`src/rtl/vx_reg_scoreboard.sv`:
```
// Per-issue-slot register scoreboard: blocks RAW/WAW hazards on pending writes and
// registers accepted instructions into one output stage. SCB_PERF_EN adds perf_stalls.
module vx_reg_scoreboard #(
   parameter int  NUM_WARPS = 4,
   parameter int  NUM_REGS  = 64,
   parameter int  DATAW     = 128,
   parameter int  CTR_W     = 44,
   localparam int WIS_BITS  = (NUM_WARPS > 1) ? $clog2(NUM_WARPS) : 1,
   localparam int NR_BITS   = $clog2(NUM_REGS)
) (
   input  logic                clk,
   input  logic                reset,
   // valid/ready: a transfer happens on a rising edge where valid and ready are both
   // high; ready never depends on valid, and a held scb_* beat stays stable until taken.
   input  logic                ibuf_valid,
   output logic                ibuf_ready,
   input  logic [WIS_BITS-1:0] ibuf_wis,
   input  logic                ibuf_wb,
   input  logic [NR_BITS-1:0]  ibuf_rd,
   input  logic [NR_BITS-1:0]  ibuf_rs1,
   input  logic [NR_BITS-1:0]  ibuf_rs2,
   input  logic [NR_BITS-1:0]  ibuf_rs3,
   input  logic [DATAW-1:0]    ibuf_data,
   output logic                scb_valid,
   input  logic                scb_ready,
   output logic [WIS_BITS-1:0] scb_wis,
   output logic                scb_wb,
   output logic [NR_BITS-1:0]  scb_rd,
   output logic [DATAW-1:0]    scb_data,
   input  logic                wb_valid,
   input  logic [WIS_BITS-1:0] wb_wis,
   input  logic [NR_BITS-1:0]  wb_rd,
   input  logic                wb_eop
`ifdef SCB_PERF_EN
   ,
   output logic [CTR_W-1:0]    perf_stalls
`endif
);

   logic [NUM_REGS-1:0] pending [NUM_WARPS];
   logic [NUM_REGS-1:0] clr_mask;
   logic [NUM_REGS-1:0] pending_eff;
   logic                wb_clr;
   logic                hazard;
   logic                ibuf_fire;

   assign wb_clr = wb_valid & wb_eop;

   // Same-cycle release is bypassed into the lookup so a stall resolves on its writeback.
   always_comb begin
      clr_mask = '0;
      if (wb_clr && (wb_wis == ibuf_wis)) clr_mask[wb_rd] = 1'b1;
   end

   assign pending_eff = pending[ibuf_wis] & ~clr_mask;

   always_comb begin
      hazard = 1'b0;
      if ((ibuf_rs1 != '0) && pending_eff[ibuf_rs1]) hazard = 1'b1;
      if ((ibuf_rs2 != '0) && pending_eff[ibuf_rs2]) hazard = 1'b1;
      if ((ibuf_rs3 != '0) && pending_eff[ibuf_rs3]) hazard = 1'b1;
      if (ibuf_wb && (ibuf_rd != '0) && pending_eff[ibuf_rd]) hazard = 1'b1;
   end

   assign ibuf_ready = ~hazard & (~scb_valid | scb_ready);
   assign ibuf_fire  = ibuf_valid & ibuf_ready;

   // The set is written last so it wins over a clear of the same bit.
   always_ff @(posedge clk) begin
      if (reset) begin
         for (int w = 0; w < NUM_WARPS; w++) pending[w] <= '0;
      end else begin
         if (wb_clr) pending[wb_wis][wb_rd] <= 1'b0;
         if (ibuf_fire && ibuf_wb && (ibuf_rd != '0)) pending[ibuf_wis][ibuf_rd] <= 1'b1;
      end
   end

   always_ff @(posedge clk) begin
      if (reset) begin
         scb_valid <= 1'b0;
         scb_wis   <= '0;
         scb_wb    <= 1'b0;
         scb_rd    <= '0;
         scb_data  <= '0;
      end else if (ibuf_fire) begin
         scb_valid <= 1'b1;
         scb_wis   <= ibuf_wis;
         scb_wb    <= ibuf_wb;
         scb_rd    <= ibuf_rd;
         scb_data  <= ibuf_data;
      end else if (scb_ready) begin
         scb_valid <= 1'b0;
      end
   end

`ifdef SCB_PERF_EN
   always_ff @(posedge clk) begin
      if (reset) begin
         perf_stalls <= '0;
      end else if (ibuf_valid && hazard) begin
         perf_stalls <= perf_stalls + CTR_W'(1);
      end
   end
`endif

   // A release of a register that is not pending points at a writeback bookkeeping bug.
   wb_clr_pending: assert property (@(posedge clk) disable iff (reset)
      wb_clr |-> pending[wb_wis][wb_rd]);

endmodule

```
`config.mk`:
```
export PLATFORM = sky130hd
export DESIGN_NAME = vx_reg_scoreboard
export DESIGN_NICKNAME = d
export VERILOG_FILES = /design/src/rtl/vx_reg_scoreboard.sv
export SDC_FILE = /design/constraint.sdc
export NUM_CORES = 1
export LEC_CHECK = 0
export BUFFER_PORTS_ARGS = -buffer_cell sky130_fd_sc_hd__buf_2
export CAP_MARGIN = 20
export CORE_MARGIN = 8
export CORE_UTILIZATION = 40
export DETAILED_ROUTE_END_ITERATION = 8
export PLACE_DENSITY = 0.62
export SETUP_SLACK_MARGIN = 0.05
export SYNTH_ARGS = -nofsm -noshare
export SYNTH_HDL_FRONTEND = slang
export SYNTH_SLANG_ARGS = --single-unit
```
`constraint.sdc`:
```
create_clock -name clk -period 6.6 [get_ports clk]
set_input_delay 0.66 -clock clk [delete_from_list [all_inputs] [get_ports clk]]
set_output_delay 0.66 -clock clk [all_outputs]
set_load 0.02 [all_outputs]
```
Word-level counts from Yosys, hierarchy flattened
Memories as Yosys holds them, arrays and structs flattened.
Index checks and enable logic that the tools add are counted.
Word-level totals
  register bits after elaboration: 138
  bits in latches: 0
  RAM bits: 256
  ROM bits: 0
  input bits: 169
  output and inout port bits: 139
  logic and storage cells: 72
  memories: 1
Operators by class
  add/subtract/negate cells: 0
  multipliers: 0
  div/mod/pow operators: 0
  order comparisons: 7
  equality and inequality tests: 1
  shift-type cells: 0
  muxes and demuxes: 33
  bitwise gates (word level): 8
  reduce and logical (&&, ||, !) cells: 17
Memory list
  pending: depth 4, width 64, read ports 1, clocked after memory_dff 0, write ports 4, line 40  | logic [NUM_REGS-1:0] pending [NUM_WARPS];
Operators with widths (number)
  64-bit 2-to-1 mux: 7
  64-bit OR reduction: 2
  64-bit bitwise AND: 1
  64-bit NOT: 1
  6-bit by 7-bit < comparator with 1-bit output (second input constant): 5
  1-bit binary-select mux with 6-bit select: 4
  6-bit nonzero test: 4
  1-bit 2-to-1 mux: 18
  1-bit demux with 6-bit select: 2
  6-bit by 1-bit greater-or-equal comparator with 1-bit output (second input constant): 2
  1-bit logical AND: 10
  2-bit 2-to-1 mux: 2
  1-bit bitwise AND: 3
  2-bit == test: 1
  1-bit NOT: 2
  2-bit nonzero test: 1
  1-bit bitwise OR: 1

Logic depth before layout (Yosys ltp)
Gate-level depths: netlist of run 1.
  depth in word-level cells: 24
  depth in mapped cells: 16
  depth with buffers taken out: 9

Worst setup path after synthesis of run 1
OpenSTA, ideal clock, no wires.
  path type: input-to-output
  start point: in ibuf_wis[0]
  end point: out ibuf_ready
  arrival time: 3102 ps
  required time: 5940 ps
  slack: 2838 ps
  stages: 10
  buffers on the path: 3
  cells stage by stage: buf_4 buf_6 buf_4 mux4_2 nand3_1 o21ai_0 mux4_2 or3_1 o311ai_1 and4_1
On the way
  word-level cells in the longest chain between the ends: 14
  elaborated cells between the ends (all ways): 24
  those cells by class: 1 x eq/ne; 13 x mux; 4 x bitwise; 5 x reduce/logical; 1 x memory
Ends and longest elaborated chain
  from (decl): line 17  | input logic [WIS_BITS-1:0] ibuf_wis,
  2-bit == test: line 52  | if (wb_clr && (wb_wis == ibuf_wis)) clr_mask[wb_rd] = 1'b1;
  1-bit logical AND: line 52
  64-bit 2-to-1 mux: line 52
  64-bit NOT: line 55  | assign pending_eff = pending[ibuf_wis] & ~clr_mask;
  64-bit bitwise AND (*): line 55
  1-bit binary-select mux with 6-bit select: line 59  | if ((ibuf_rs1 != '0) && pending_eff[ibuf_rs1]) hazard = 1'b1;
  1-bit 2-to-1 mux (implied by the code): line 59
  1-bit logical AND: line 59
  1-bit 2-to-1 mux: line 59
  1-bit 2-to-1 mux: line 60  | if ((ibuf_rs2 != '0) && pending_eff[ibuf_rs2]) hazard = 1'b1;
  1-bit 2-to-1 mux: line 61  | if ((ibuf_rs3 != '0) && pending_eff[ibuf_rs3]) hazard = 1'b1;
  1-bit 2-to-1 mux (*): line 62  | if (ibuf_wb && (ibuf_rd != '0) && pending_eff[ibuf_rd]) hazard = 1'b1;
  1-bit NOT (*): line 65  | assign ibuf_ready = ~hazard & (~scb_valid | scb_ready);
  1-bit bitwise AND (*): line 65
  to (decl): line 16  | output logic ibuf_ready,
Every way passes the cells marked *; elsewhere a longest branch is shown, timed or not. The select of a mux whose other input is x is not followed.

Worst setup path in the final report of run 1
Same ends and word-level chain as after synthesis.

==> results.md, run 1 <==
- Status: completed
- Bufs on Longest Clock Path: 3
- CP max FO: 52
- Die area: about 0.066 mm^2
- Syn. warnings: 0
- Ys async rst share: 0
- Die height: 256 um
- Fill cells: between 5000 and 6000
- Postcts setup bufs: 0
- Vias in the first global route: ~21000
- CTS clk-pin slew, worst paths: 60 ps
- Top layer in use: met4
- Finished Cell Area: around 0.026 mm^2
- Max-cap violations: 0
- EDFF count, synth: 0
- Buf/Inv on CP: 3
- Clk_skew: between 50 and 60 ps
- Post-synthesis cell count: around 2600
- Mean Syn Cell Area: between 8 and 9 um^2
- Synthesized area: roughly 0.023 mm^2
- Final number of setup-violating endpoints: 0
- Fin crit period: between 5000 and 6000 ps
- Max stage delay cell, worst path: o41ai_1
- Post-DRT Antenna Nets: 0
- Drt drc: 0
- Placeable Area: about 0.057 mm^2
- End of the critical path: ibuf_ready
- Met2 wire len: 43800 um
- Vias: 22100
- Commonest cells post-synth: dfxtp_1 (394), nand2b_1 (291), o21ai_0 (274)
- Mapped Nets: 2738
- Crit. path cell count: 11
- CTS root buf: clkbuf_16
- Relative slew slack: 0.225
- Row count: between 80 and 90
- RSZ-0062 raised after global routing: no
- Worst vdd ir: around 0.21 mV
- First-pass DRT Iterations: 6
- Fin. Hold Viols: 0
- Via density: 6.31
- I/O pin count: about 310
- WP data arrival: around 4500 ps
- Largest net degree at the start of global routing: around 340
- Antenna violations before repair: 1
- Final TNS setup: 0 ps
- Gr usage total: 0.264
- Critical path type: input pin to primary output
- DR WL/cell: 26.5 um
- Hold buffers post-CTS: 0
- Worst skew pair latency: ~600 ps
- Cell Area, Placed: 0.0248 mm^2
- Layout Nets: 2873
- Starting Density: 0.403
- Crit end category: primary output
- Die width: ~260 um
- Top_reg_cell synth: dfxtp_1
- Hpwl dp: around 63000 um
- H-tree depth: 2
- CP startpoint: ibuf_wis[0]
- Share of the synthesized area in the top cell type: 0.341
- Max Slew Vio Count: 0
- LEAKAGE: about 10 nW
- CTS tree: done
- Sequential fraction of the synthesis area: 0.341
- CP required: 5940 ps
- WHS: between 300 and 400 ps
- CTS sink cnt: approximately 400
- Largest delay share family, worst path: compound AO/OA/AOI/OAI gates
- Largest area contributor in the netlist: dfxtp_1
- Tightest Pin Transition: ~1200 ps
- RD Place Congestion: approximately 1
- Max incr delay on CP: 740 ps
- Final period util: 0.778
- First-pass GRT wire length: roughly 140000 um
- Reg2reg end: pending[1][62]
- Cell with the most instances after synthesis: dfxtp_1
- Remaining global-route overflow: 0
- WL met3: roughly 8200 um
- FF-to-FF path depth: 10
- CP startpoint kind: input pin
- Layout cells sized above 1: 0.204
- Port-buffer cells: around 310
- Detailed router's first-iteration violation count: approximately 2700
- CP cell instances: buf_6, xnor2_4, nand2_1, buf_4, o41ai_1, o21ai_0, mux4_2, or3_1, o311ai_1, and4_1, buf_2
- Pwr per Cell Area: roughly 220 mW/mm^2
- Total chip power: roughly 5.8 mW
- M1 WL: between 30000 and 40000 um
- Flop and latch count out of synthesis: around 400
- Worst Hold Class: input pin to register
- Routed wire length: about 93000 um
- Synth top area cells: dfxtp_1 (34%), nand2b_1 (7.9%), o31ai_1 (7.5%)
- CTS buffer count: between 40 and 50
- Area delta synth->final: 13.8%
- Highest clock rate: about 0.19 GHz
- R2R setup slack: 2810 ps
- Post-CTS Resized: 0
- Unique masters post-synth: 90
- R2r startpoint: pending[3][48]
==> registers in the layout (all words and copies together) (netlist names) <==
signal,count
scb_rd,6
pending,256
scb_valid,1
scb_wb,1
scb_wis,2
scb_data,128
==> how the worst min path moves through the flow <==
stage                         startpoint       endpoint  slack (ps)  cells past startpoint
after floorplan            pending[3][0]  pending[3][0]         420                      1
after global placement     pending[3][0]  pending[3][0]         430                      1
after detailed placement   pending[3][0]  pending[3][0]         440                      1
after CTS                 ibuf_data[123]  scb_data[123]         270                      3
after global routing      ibuf_data[123]  scb_data[123]         290                      3
final                     ibuf_data[123]  scb_data[123]         300                      3
==> where the power goes <==
group          internal, mW  switching, mW
Sequential             2.42         0.0230
Combinational         0.254          0.557
Clock                  1.47           1.04
Total                  4.15           1.62
==> cells in the final DEF, fill, tap and decap left out, types with 7 or more instances in the layout <==
cell type	synthesis	final
a2111oi_0	7	7
a211o_1	9	9
a211oi_1	16	15
a21oi_1	95	95
a31oi_1	9	9
and2_1	7	7
buf_2	50	305
buf_4	12	22
clkbuf_1	156	8
clkbuf_16	0	45
dfxtp_1	394	394
inv_1	21	21
mux2_2	36	36
mux2i_1	167	167
mux4_2	59	59
nand2_1	92	91
nand2b_1	291	289
nand3_1	32	32
nand4_1	17	17
nand4b_1	9	9
nor2_1	69	67
nor2b_1	200	200
nor3_1	17	17
nor3b_1	8	8
nor4_1	10	10
o2111ai_1	10	10
o211ai_1	21	21
o21ai_0	274	274
o22ai_1	18	18
o311ai_0	12	12
o31ai_1	230	230
o41ai_1	17	17
o41ai_2	33	33
or3_1	8	8
==> area by class of cell <==
cell class                      instances  area (um^2)  area share
Multi-Input combinational cell       1902        14000       0.534
Sequential cell                       394         7890       0.300
Timing Repair Buffer                  336         1860      0.0706
Clock buffer                           58         1220      0.0466
Tap cell                              765          957      0.0364
Clock inverter                         15          234     0.00890
Inverter                               25         93.8     0.00357
Antenna cell                            1         2.50   0.0000952
==> tightest hold or removal path, cell delays in order <==
cell and delay, ps:
buf_2 100, nand2b_1 50, mux2i_1 50
==> cell families after synthesis <==
logic type             after synthesis  synth area share
flip-flops                         394             0.341
buffers and inverters              273            0.0536
XOR/XNOR                            10           0.00574
AO/OA/AOI/OAI                      821             0.246
multiplexers                       263             0.148
AND/OR/NAND/NOR                    808             0.205
==> metrics by stage <==
| step | utilization | cells | setup WS, ps |
|---|---|---|---|
| after global placement | 0.432 | 3418 | 1050 |
| after global routing | 0.458 | 3496 | 1270 |
| after CTS | 0.458 | 3495 | 1470 |
| after floorplan | - | 2569 | 2840 |
| final | 0.458 | 3496 | 1470 |
| after detailed placement | 0.433 | 3422 | 1320 |
==> layer usage <==
layer,track usage,up-vias
li1,-,9790
met1,0.337,10700
met2,0.437,1268
met3,0.0434,274
met4,0.116,0
met5,0,-
Power figures use the tool's default switching activity.
==> inputs of run 2 (changes only) <==
Settings changed: ABC_AREA set to 1, PLACE_DENSITY 0.62 to 0.65.
Clock period 6.6 ns to 4.69 ns, I/O delays scaled along.
==> run 2 against run 1 <==
Effect of this change: design area down 5.9%; synthesized cell count is 23% higher; routed wire length fell by 2.7%; critical path depth increased by 9; sequential power is 41% higher; combinational power grew 38%; hold slack worse by 180 ps; register-to-register slack worse by 1200 ps; critical endpoint unchanged.
==> results.md, run 2 <==
- Most common cell after layout, fill and taps aside: nand2_1 (was dfxtp_1)
- Biggest register: pending (unchanged)
- CTS sink cnt: 394 (unchanged)
- Fin. Hold Viols: 0 (unchanged)
- Via density: 5.68 (was 6.31)
- Bufs on Longest Clock Path: 3 (unchanged)
- Sequential Area: 0.00789 mm^2 (unchanged)
- CTS root buf: clkbuf_16 (unchanged)
- Mean Syn Cell Area: 6.57 um^2 (was 8.99 um^2)
- Status: completed (unchanged)
- Crit end category: primary output (unchanged)
- Die area: 0.0594 mm^2 (was 0.0657 mm^2)
- Highest clock rate: between 0.2 and 0.25 GHz
- Synth top area cells: dfxtp_1 (38%), nand2_1 (15%), nor2_1 (9.2%) (was dfxtp_1 (34%), nand2b_1 (7.9%), o31ai_1 (7.5%))
- CP startpoint kind: input pin (unchanged)
- Cell with the most instances after synthesis: nand2_1 (was dfxtp_1)
- Share of the synthesized area in the top cell type: 0.380 (was 0.341)
- Hold buffers post-CTS: 0 (unchanged)
- Synthesized area: 0.0208 mm^2 (was 0.0231 mm^2)
- Sequential fraction of the synthesis area: 0.380 (was 0.341)
- RD Place Congestion: 1.09 (was 1.01)
- Flop and latch count out of synthesis: 394 (unchanged)
- Multi-input combinational cell area: 0.0116 mm^2 (was 0.0140 mm^2)
- I/O pin count: 308 (unchanged)
- CTS buffer count: 45 (unchanged)
- Worst Hold Class: input pin to register (unchanged)
- Placeable Area: 0.0513 mm^2 (was 0.0574 mm^2)
- Ys async rst share: 0 (unchanged)
- Routed wire length: 90100 um (was 92600 um)
- Remaining global-route overflow: 0 (unchanged)
- Layout cells sized above 1: 0.144 (was 0.204)
- Area delta synth->final: 19.2% (was 13.8%)
- Die width: 244 um (was 256 um)
- Die height: 244 um (was 256 um)
- Commonest non-fill, non-tap cells in the layout: nand2_1 (808), nor2_1 (499), dfxtp_1 (394), buf_2 (307), a21oi_1 (268) (was dfxtp_1 (394), buf_2 (305), nand2b_1 (289), o21ai_0 (274), o31ai_1 (230))
- Buf/Inv on CP: 5 (was 3)
- Largest area contributor in the netlist: dfxtp_1 (unchanged)
- Clk_skew: 20.8 ps (was 50.1 ps)
- Largest net degree at the start of global routing: 135 (was 337)
- First-pass DRT Iterations: 6 (unchanged)
- WL met3: 9830 um (was 8160 um)
- WP data arrival: 3620 ps (was 4470 ps)
- CP cell instances: buf_2, inv_2, nand2_1, nand3_1, nor2_4, buf_12, nand2_1, o21ai_1, nand2_1, nand2_1, nor2_1, nand2_1, nand2_1, nand2_1, nor2_1, a21oi_1, nand2_1, nor2_4, buf_12, buf_2 (was buf_6, xnor2_4, nand2_1, buf_4, o41ai_1, o21ai_0, mux4_2, or3_1, o311ai_1, and4_1, buf_2)
- Commonest cells post-synth: nand2_1 (812), nor2_1 (507), dfxtp_1 (394) (was dfxtp_1 (394), nand2b_1 (291), o21ai_0 (274))
- CP required: 4220 ps (was 5940 ps)
- M1 WL: 37100 um (was 36200 um)
- Postcts setup bufs: 0 (unchanged)
- Largest registers: pending x256, scb_data x128, scb_rd x6 (unchanged)
- Top layer in use: met5 (was met4)
- Starting Density: 0.405 (was 0.403)
- Max stage delay cell, worst path: buf_2 (was o41ai_1)
- Drt drc: 0 (unchanged)
- Fill cells: 5346 (was 5560)
- Hpwl dp: 62100 um (was 63300 um)
- Post-CTS Resized: 0 (unchanged)
- Row count: 83 (was 88)
- Mapped Nets: 3330 (was 2738)
- EDFF count, synth: 0 (unchanged)
- Worst vdd ir: 0.290 mV (was 0.210 mV)
- Final period util: 0.872
- CP max FO: 60 (was 52)
- Tightest Pin Transition: 998 ps (was 1160 ps)
- CTS tree: done (unchanged)
- Largest delay share family, worst path: buffers and inverters (was compound AO/OA/AOI/OAI gates)
- Most used cell, CP: nand2_1
- First-pass GRT wire length: 134000 um (was 137000 um)
- Detailed router's first-iteration violation count: 2956 (was 2739)
- Worst skew pair latency: 590 ps (was 600 ps)
- Vias: 23300 (was 22100)
- Critical path type: input pin to primary output (unchanged)
- Final number of setup-violating endpoints: 0 (unchanged)
- Port-buffer cells: 307 (unchanged)
- Top_reg_cell synth: dfxtp_1 (unchanged)
- CTS clk-pin slew, worst paths: 60 ps (about the same)
- RSZ-0062 raised after global routing: no (unchanged)
- Final setup margin: 599 ps (was 1470 ps)
- Max-cap violations: 0 (unchanged)
- Max Slew Vio Count: 0 (unchanged)
- Relative slew slack: 0.333 (was 0.225)
- Final TNS setup: 0 ps (unchanged)
- Syn. warnings: 0 (unchanged)
- Vias in the first global route: 21300 (was 21000)
- Layout Nets: 3559 (was 2873)
- Setup Slack @ Placement: 471 ps (was 1320 ps)
- Post-DRT Antenna Nets: 0 (unchanged)
- Fin crit period: between 4000 and 5000 ps
- Met2 wire len: 39600 um (was 43800 um)
- Pwr per Cell Area: 333 mW/mm^2 (was 220 mW/mm^2)
- H-tree depth: 2 (unchanged)
- Max reg flops: 256 (unchanged)
- Antenna violations before repair: 8 (was 1)
- Gr usage total: 0.286 (was 0.264)
- Post-synthesis cell count: 3161 (was 2569)
- Unique masters post-synth: 29 (was 90)
- DR WL/cell: 21.9 um (was 26.5 um)
- Max incr delay on CP: 450 ps (was 740 ps)
- LEAKAGE: 9.98 nW (was 10.4 nW)
==> run 2: changes by cell type in the layout (fill, tap and decap cells not counted), moves of 75 or more <==
cell,before,now
inv_1,21,123
nand3_1,32,224
nor2b_1,200,0
nand2b_1,289,0
a21oi_1,95,268
o21bai_1,2,252
nor2_1,67,499
o21ai_0,274,154
o31ai_1,230,1
nand4_1,17,92
nand2_1,91,808
mux2i_1,167,0
==> run 2: path summary, 6_finish.rpt <==
kind | from | end | slack (ps) | cells past startpoint
worst max-delay path | ibuf_wis[0] | ibuf_ready | 600 | 20
worst min-delay path | ibuf_data[126] | scb_data[126] | 120 | 3
worst max register to register | pending[1][49] | scb_wis[0] | 1590 | 19
worst min register to register | pending[3][0] | pending[3][0] | 440 | 2
==> run 2: layout make-up <==
type	instances	area share
well taps	680	0.0344
multi-input cells	2423	0.467
diodes	6	0.000607
flip-flops and latches	394	0.319
clock inverters	19	0.0104
inverters	134	0.0207
repair buffers	392	0.0950
clock buffers	65	0.0526
==> run 2: logic make-up after synthesis <==
logic type             synth area share
AND/OR/NAND/NOR                   0.326
AO/OA/AOI/OAI                     0.225
flip-flops                        0.380
buffers and inverters            0.0673
XOR/XNOR                       0.000844
==> run 2: power by group <==
group	leakage [nW]	internal (mW)	switching [mW]	total (mW)
logic	6.05	0.301	0.816	1.12
clock network	0.749	2.13	1.53	3.66
registers	3.18	3.42	0.0319	3.45
==> run 2: through the flow <==
step | hold WS, ps | util | cells | total power [mW] | area (um^2)
after floorplan | 413 | - | 3161 | 4.13 | 20800
after global placement | 423 | 0.451 | 4023 | 4.61 | 23200
after detailed placement | 428 | 0.451 | 4023 | 4.61 | 23200
after CTS | 94.0 | 0.482 | 4107 | 8.26 | 24700
after global routing | 122 | 0.482 | 4109 | 8.49 | 24700
final | 120 | 0.482 | 4113 | 8.23 | 24700
==> run 2: worst register-to-register path, cell delays in order, from the launching register on <==
cell     delay [ps]
dfxtp_1         300
nand2_1          50
o21ai_0         110
nand2_1         120
nand3_1         170
nand2_1         160
nand2_1          70
nand2_1          70
nor2_1           50
nand2_1          90
nand2_1          60
nand2_1          80
nor2_1           60
a21oi_1         180
nand2_1         110
nor2_4          190
nand2_4         250
o21ai_0         580
buf_4           240
nor2_1           40
==> run 2: layer usage <==
layer / track usage / vias up
met5: 0 / -
met4: 0.108 / 8
met2: 0.444 / 1340
li1: - / 11000
met1: 0.384 / 10800
met3: 0.0643 / 226
